`config.mk`:
```
export PLATFORM = sky130hd
export DESIGN_NAME = note_judge
export DESIGN_NICKNAME = d
export VERILOG_FILES = /design/src/rtl/note_judge.sv
export SDC_FILE = /design/constraint.sdc
export NUM_CORES = 1
export LEC_CHECK = 0
export CAP_MARGIN = 20
export CORE_ASPECT_RATIO = 2
export CORE_MARGIN = 4
export CORE_UTILIZATION = 50
export CTS_BUF_LIST = sky130_fd_sc_hd__clkbuf_8 sky130_fd_sc_hd__clkbuf_16
export DETAILED_ROUTE_END_ITERATION = 8
export PLACE_DENSITY = 0.74
export SYNTH_ARGS = -nofsm -noshare
export SYNTH_HDL_FRONTEND = slang
export SYNTH_SLANG_ARGS = --single-unit
```
`constraint.sdc`:
```
create_clock -name clk -period 6.7 [get_ports clk]
set_input_delay 1.34 -clock clk [delete_from_list [all_inputs] [get_ports clk]]
set_output_delay 1.34 -clock clk [all_outputs]
set_load 0.01 [all_outputs]
```
`src/rtl/note_judge.sv`:
```
// Strum judge: opens a timing window per non-empty beat, grades the strum, keeps score/combo/mult.
// Optional NOTE_JUDGE_OVERSTRUM_PENALTY_EN: a strum with no open window counts as a miss.
module note_judge #(
    parameter int unsigned WINDOW_CYCLES = 2000000,
    parameter int unsigned SCORE_W       = 16,
    parameter int unsigned COMBO_W       = 8,
    parameter int unsigned HIT_POINTS    = 10
) (
    input  logic               clk,
    input  logic               reset,
    input  logic               i_beat,
    input  logic [4:0]         i_notes_to_play,
    input  logic [4:0]         i_frets,
    input  logic               i_strum,
    output logic               o_hit,
    output logic               o_miss,
    output logic [SCORE_W-1:0] o_score,
    output logic [COMBO_W-1:0] o_combo,
    output logic [2:0]         o_multiplier,
    output logic               o_judging
);

    localparam int unsigned TIMER_W = $clog2(WINDOW_CYCLES);
    localparam logic [TIMER_W-1:0] TIMER_LOAD = TIMER_W'(WINDOW_CYCLES - 1);

    typedef enum logic {StIdle, StWindow} state_e;

    state_e             state;
    logic [4:0]         target;
    logic               strum_d;
    logic [TIMER_W-1:0] timer;

    logic               strum_edge;
    logic               in_window;
    logic               chord_ok;
    logic               open_window;
    logic               judge_hit;
    logic               judge_miss;
    logic               overstrum;
    logic               take_miss;
    logic [SCORE_W:0]   score_sum;
    logic [SCORE_W-1:0] score_next;
    logic [COMBO_W-1:0] combo_inc;

    function automatic logic [2:0] mult_for(input logic [COMBO_W-1:0] c);
        if (32'(c) >= 30)      return 3'd4;
        else if (32'(c) >= 20) return 3'd3;
        else if (32'(c) >= 10) return 3'd2;
        else                   return 3'd1;
    endfunction

    always_comb begin
        strum_edge  = i_strum & ~strum_d;
        in_window   = (state == StWindow);
        chord_ok    = (i_frets == target);
        open_window = i_beat & (|i_notes_to_play);
        judge_hit   = in_window & strum_edge & chord_ok;
        // A beat arriving mid-window closes the old window as a miss before reopening.
        judge_miss  = in_window & (strum_edge ? ~chord_ok : (i_beat | (timer == '0)));
`ifdef NOTE_JUDGE_OVERSTRUM_PENALTY_EN
        overstrum   = ~in_window & strum_edge;
`else
        overstrum   = 1'b0;
`endif
        take_miss   = judge_miss | overstrum;
        score_sum   = {1'b0, o_score} + (SCORE_W + 1)'(HIT_POINTS * 32'(o_multiplier));
        score_next  = score_sum[SCORE_W] ? '1 : score_sum[SCORE_W-1:0];
        combo_inc   = (&o_combo) ? o_combo : o_combo + 1'b1;
    end

    always_ff @(posedge clk) begin
        if (reset) begin
            state        <= StIdle;
            target       <= '0;
            strum_d      <= 1'b0;
            timer        <= '0;
            o_hit        <= 1'b0;
            o_miss       <= 1'b0;
            o_score      <= '0;
            o_combo      <= '0;
            o_multiplier <= 3'd1;
            o_judging    <= 1'b0;
        end else begin
            strum_d <= i_strum;
            o_hit   <= judge_hit;
            o_miss  <= take_miss;

            // Score uses the multiplier in force before this hit.
            if (judge_hit) begin
                o_score      <= score_next;
                o_combo      <= combo_inc;
                o_multiplier <= mult_for(combo_inc);
            end else if (take_miss) begin
                o_combo      <= '0;
                o_multiplier <= 3'd1;
            end

            if (open_window) begin
                state     <= StWindow;
                target    <= i_notes_to_play;
                timer     <= TIMER_LOAD;
                o_judging <= 1'b1;
            end else if (in_window) begin
                if (judge_hit || judge_miss) begin
                    state     <= StIdle;
                    o_judging <= 1'b0;
                end else begin
                    timer <= timer - 1'b1;
                end
            end
        end
    end

endmodule
```
Word level (Yosys, flattened, before mapping)
Index checks and enable logic that the tools add are counted.
{"block": "classes", "mul": 1, "n_reduce_logical": 11, "n_mux": 19, "add_sub_neg": 3, "eq_ne": 2, "order_cmp": 3, "bitwise_logic": 9}
{"cell": "two-way mux 21 bit", "count": 3}
{"cell": "two-way mux 8 bit", "count": 3}
{"cell": "logical NOT 21 bit", "count": 1}
{"cell": "subtractor 21 x 1 -> 21 bit, second input constant", "count": 1}
{"cell": "adder 16 x 7 -> 17 bit", "count": 1}
{"cell": "greater-or-equal comparator 8 x 5 -> 1 bit, second input constant", "count": 2}
{"cell": "two-way mux 16 bit", "count": 1}
{"cell": "two-way mux 3 bit", "count": 3}
{"cell": "adder 8 x 1 -> 8 bit, second input constant", "count": 1}
{"cell": "greater-or-equal comparator 8 x 4 -> 1 bit, second input constant", "count": 1}
{"cell": "AND reduction 8 bit", "count": 1}
{"cell": "two-way mux 1 bit", "count": 7}
{"cell": "multiplier 3 x 3 -> 6 bit, first input constant", "count": 1}
{"cell": "AND reduction 2 bit", "count": 3}
{"cell": "nonzero test 2 bit", "count": 3}
{"cell": "AND 1 bit", "count": 5}
{"cell": "== test 5 bit", "count": 1}
{"cell": "OR reduction 5 bit", "count": 1}
{"cell": "two-way mux 2 bit", "count": 2}
{"cell": "NOT 1 bit", "count": 3}
{"cell": "inequality test 2 bit, second input constant", "count": 1}
{"cell": "OR reduction 2 bit", "count": 1}
{"cell": "logical OR 1 bit", "count": 1}
{"cell": "bitwise OR 1 bit", "count": 1}
{"block": "totals", "elab_cells": 59, "output_inout_bits": 30, "reg_bits": 58, "inputBits": 14}

Depth between registers and ports, before layout
{"block": "logic_depth", "ltp_word": 8, "depth_mapped": 10, "mapped_depth_nobuf": 10}

Least setup slack after synthesis
Ideal clock, no wire load.
{"block": "synth_path", "kind": "input to register", "startpoint": "input i_frets[4]", "endpoint": "register o_score[1]", "required_ns": 6.562, "setup_ns": 0.138, "path_stages": 6, "slack_ns": 3.749, "arrival_time_ns": 2.813, "path_buffers": 1, "path_cell_list": "xor2_1 nor4_1 nand4_1 clkbuf_1 a41oi_1 a211oi_1"}
{"block": "synth_between", "elab_chain_len": 2}
{"element": "from (decl)", "line": "13", "source": "input logic [4:0] i_frets,"}
{"element": "== test 5 bit", "line": "55", "source": "chord_ok = (i_frets == target);"}
{"element": "AND 1 bit", "line": "57", "source": "judge_hit = in_window & strum_edge & chord_ok;"}
{"element": "to (signal assigned)", "line": "90", "source": "o_score <= score_next;"}
{"element": "to (decl)", "line": "17", "source": "output logic [SCORE_W-1:0] o_score,"}
Every way passes these cells.
A chain may end at the register's enable or synchronous reset.

Worst setup path in the final report
{"block": "layout_path", "startpoint": "input i_frets[4]", "endpoint": "register o_score[13]"}
Same word-level chain as after synthesis.

==> flow_summary.ini <==
[die]
top_level_ports = 44
fp.dieH_um = 119
start_util_pct = 51.7
die_area_mm2 = 0.00761
core_area_mm2 = 0.00601
die_x_um = 63.7
rows = 40

[placed_design]
dp_slack_ns = 2.77
gp_congestion = 0.836
port_buffers = 43
hpwl_um = 5560

[flow_run]
drv_cap = 0

[clocking]
post_cts_buffers = 0
ctsResizeCount = 0
cts_max_level = 3
clkSinkCount = 58
clkTransAtPathRegs_ns = 0.05
root_buffer = clkbuf_16
cts_hold_buf = 0
numCtsBuffers = 9
cts_tree = done
clk_latency_ns = 0.32
clockBufferDepth = 2

[synthesis]
synthCells = 370
synth_top_area_share_pct = 37.4
ys_ff_latch = 58
synth-edff-count = 0
synth_cell_types = 48
ys_top_cells_by_count = dfxtp_1, a21oi_1, nor2_1, nand2_1, nor3_1
synth_top_cell_by_area = dfxtp_1
yosys.cell_count.top_type = dfxtp_1
ys_warn_count = 0
synth_fp_nets = 399
synthArstFlopShare_pct = 0
yosysSeqAreaShare_pct = 37.4
syn_avg_cell_area_um2 = 8.39
syn_area_mm2 = 0.00311
synth_ff_type = dfxtp_1
synth.area.top_cells = dfxtp_1, a21oi_1, ha_1

[layout]
area_delta_synth_final_pct = 23.6
regArea_mm2 = 0.00116
fillerInstances = 534
multi_input_area_mm2 = 0.00183
drive_gt1_share_pct = 6.13
nets = 432
antenna_cells = 0

[setup_path]
cp-start-kind = primary input
critPathMaxFanout = 21
path_class = primary input to flop
crit_required_ns = 6.95
arrival_ns = 3.84
critPathCaptureType = flop

[timing]
report.final.slew_viol_count = 0
hold_viol = 0
post-route-period-util_pct = 53.7
rsz0062_at_grt = no
max_freq_ghz = 0.278
setup_slack_ns = 3.10
clock-skew-final_ns = 0.00466
post-route-min-period_ns = 3.60
tightest_slew_ns = 0.887
fin_setup_tns_ns = 0
setup-violations-final = 0
slew_headroom_pct = 40.9

[route]
remaining_drc_errors = 0
vias = 2910
drt-initial-drc-count = 163
routed_via_density = 6.18
avgRoutedWirePerCell_um = 16.2
drtAntennaViolNets = 0
dr.pass1.iters = 5
drt-total-wl_um = 7650

[global_route]
grt_pass1_wl_um = 12700
gr-total-overflow = 0
first_global_vias = 2865
track_usage_pct = 21.1
grt_max_degree = 53
antenna_found_initial = 0

[run_status]
outcome = completed

[min_path]
hp-class = flop to flop

[pwr]
worst_ir_drop_vdd_mv = 0.163
powerDensity_mw_per_mm2 = 230
p_total_uw = 882
leakage_nw = 1.39
flip-flops by register name, summed over array words and instances, names as in the netlist:
register / count
strum_d: 1
o_multiplier: 3
o_judging: 1
target: 5
in_window: 1
o_miss: 1
o_combo: 8
timer: 21
o_hit: 1
o_score: 16
per-stage QoR:
step           instance area [um^2]  utilization (%)  hold WS, ns  cells
2_1_floorplan                  3110                -        0.448    370
4_1_cts                        3840             63.9        0.460    471
6_report                       3840             63.9        0.455    471
3_5_place_dp                   3530             58.8        0.455    455
3_3_place_gp                   3530             58.8        0.443    455
5_1_grt                        3840             63.9        0.495    471
cells by family (layout without fill, tap and decap cells):
group | after synthesis | count (layout) | share of synthesized area, %
AOI/OAI and AO/OA | 95 | 95 | 18.7
adders and majority gates | 15 | 15 | 6.29
xor gates and xnor gates | 31 | 31 | 8.74
muxes | 1 | 1 | 0.322
buffers and inverters | 29 | 67 | 3.87
and+or+nand+nor | 141 | 141 | 24.7
DFF | 58 | 58 | 37.4
layout make-up:
cell class                      count  share of cell area, %
Sequential cell                    58                   30.2
Inverter                            7                  0.684
Clock inverter                      5                   1.40
Tap cell                           63                   2.05
Clock buffer                       11                   6.58
Multi-Input combinational cell    283                   47.6
Timing Repair Buffer               44                   11.4
power by group:
part	leakage (nW)	switching, mW	internal, mW	total [mW]
Sequential	0.473	0.00846	0.355	0.364
Clock	0.149	0.152	0.305	0.458
Combinational	0.768	0.0324	0.0280	0.0605
metal layers:
metal	track usage [%]	vias up	routed length, um
li1	-	1417	-
met3	3.21	33	249
met2	40.1	89	4300
met1	19.7	1371	2710
met4	14.6	0	386
met5	0	-	0
placed cells by master, fill, tap and decap left out, types with 12 or more instances in the layout:
cell / count
clkdlybuf4s50_1: 43
ha_1: 14
a21oi_1: 43
nor2_1: 34
xor2_1: 12
o21ai_0: 12
nand2_1: 22
xnor2_1: 19
dfxtp_1: 58
nor3_1: 20
worst paths after layout:
check	start	end	slack [ns]	cells after the start
hold / removal	o_judging	o_judging	0.45	2
hold reg to reg	o_judging	o_judging	0.45	2
setup / recovery	i_frets[4]	o_score[13]	3.10	7
setup reg to reg	o_multiplier[2]	o_score[3]	3.97	9
worst max-delay path: stages:
cell and delay (ns):
clkdlybuf4s50_1 0.42, xor2_1 0.15, nor4_1 0.48, and4_1 0.77, nand3_1 0.19, or3_1 0.40, o21ai_0 0.09
No activity file was read; power rests on OpenSTA's default activity.
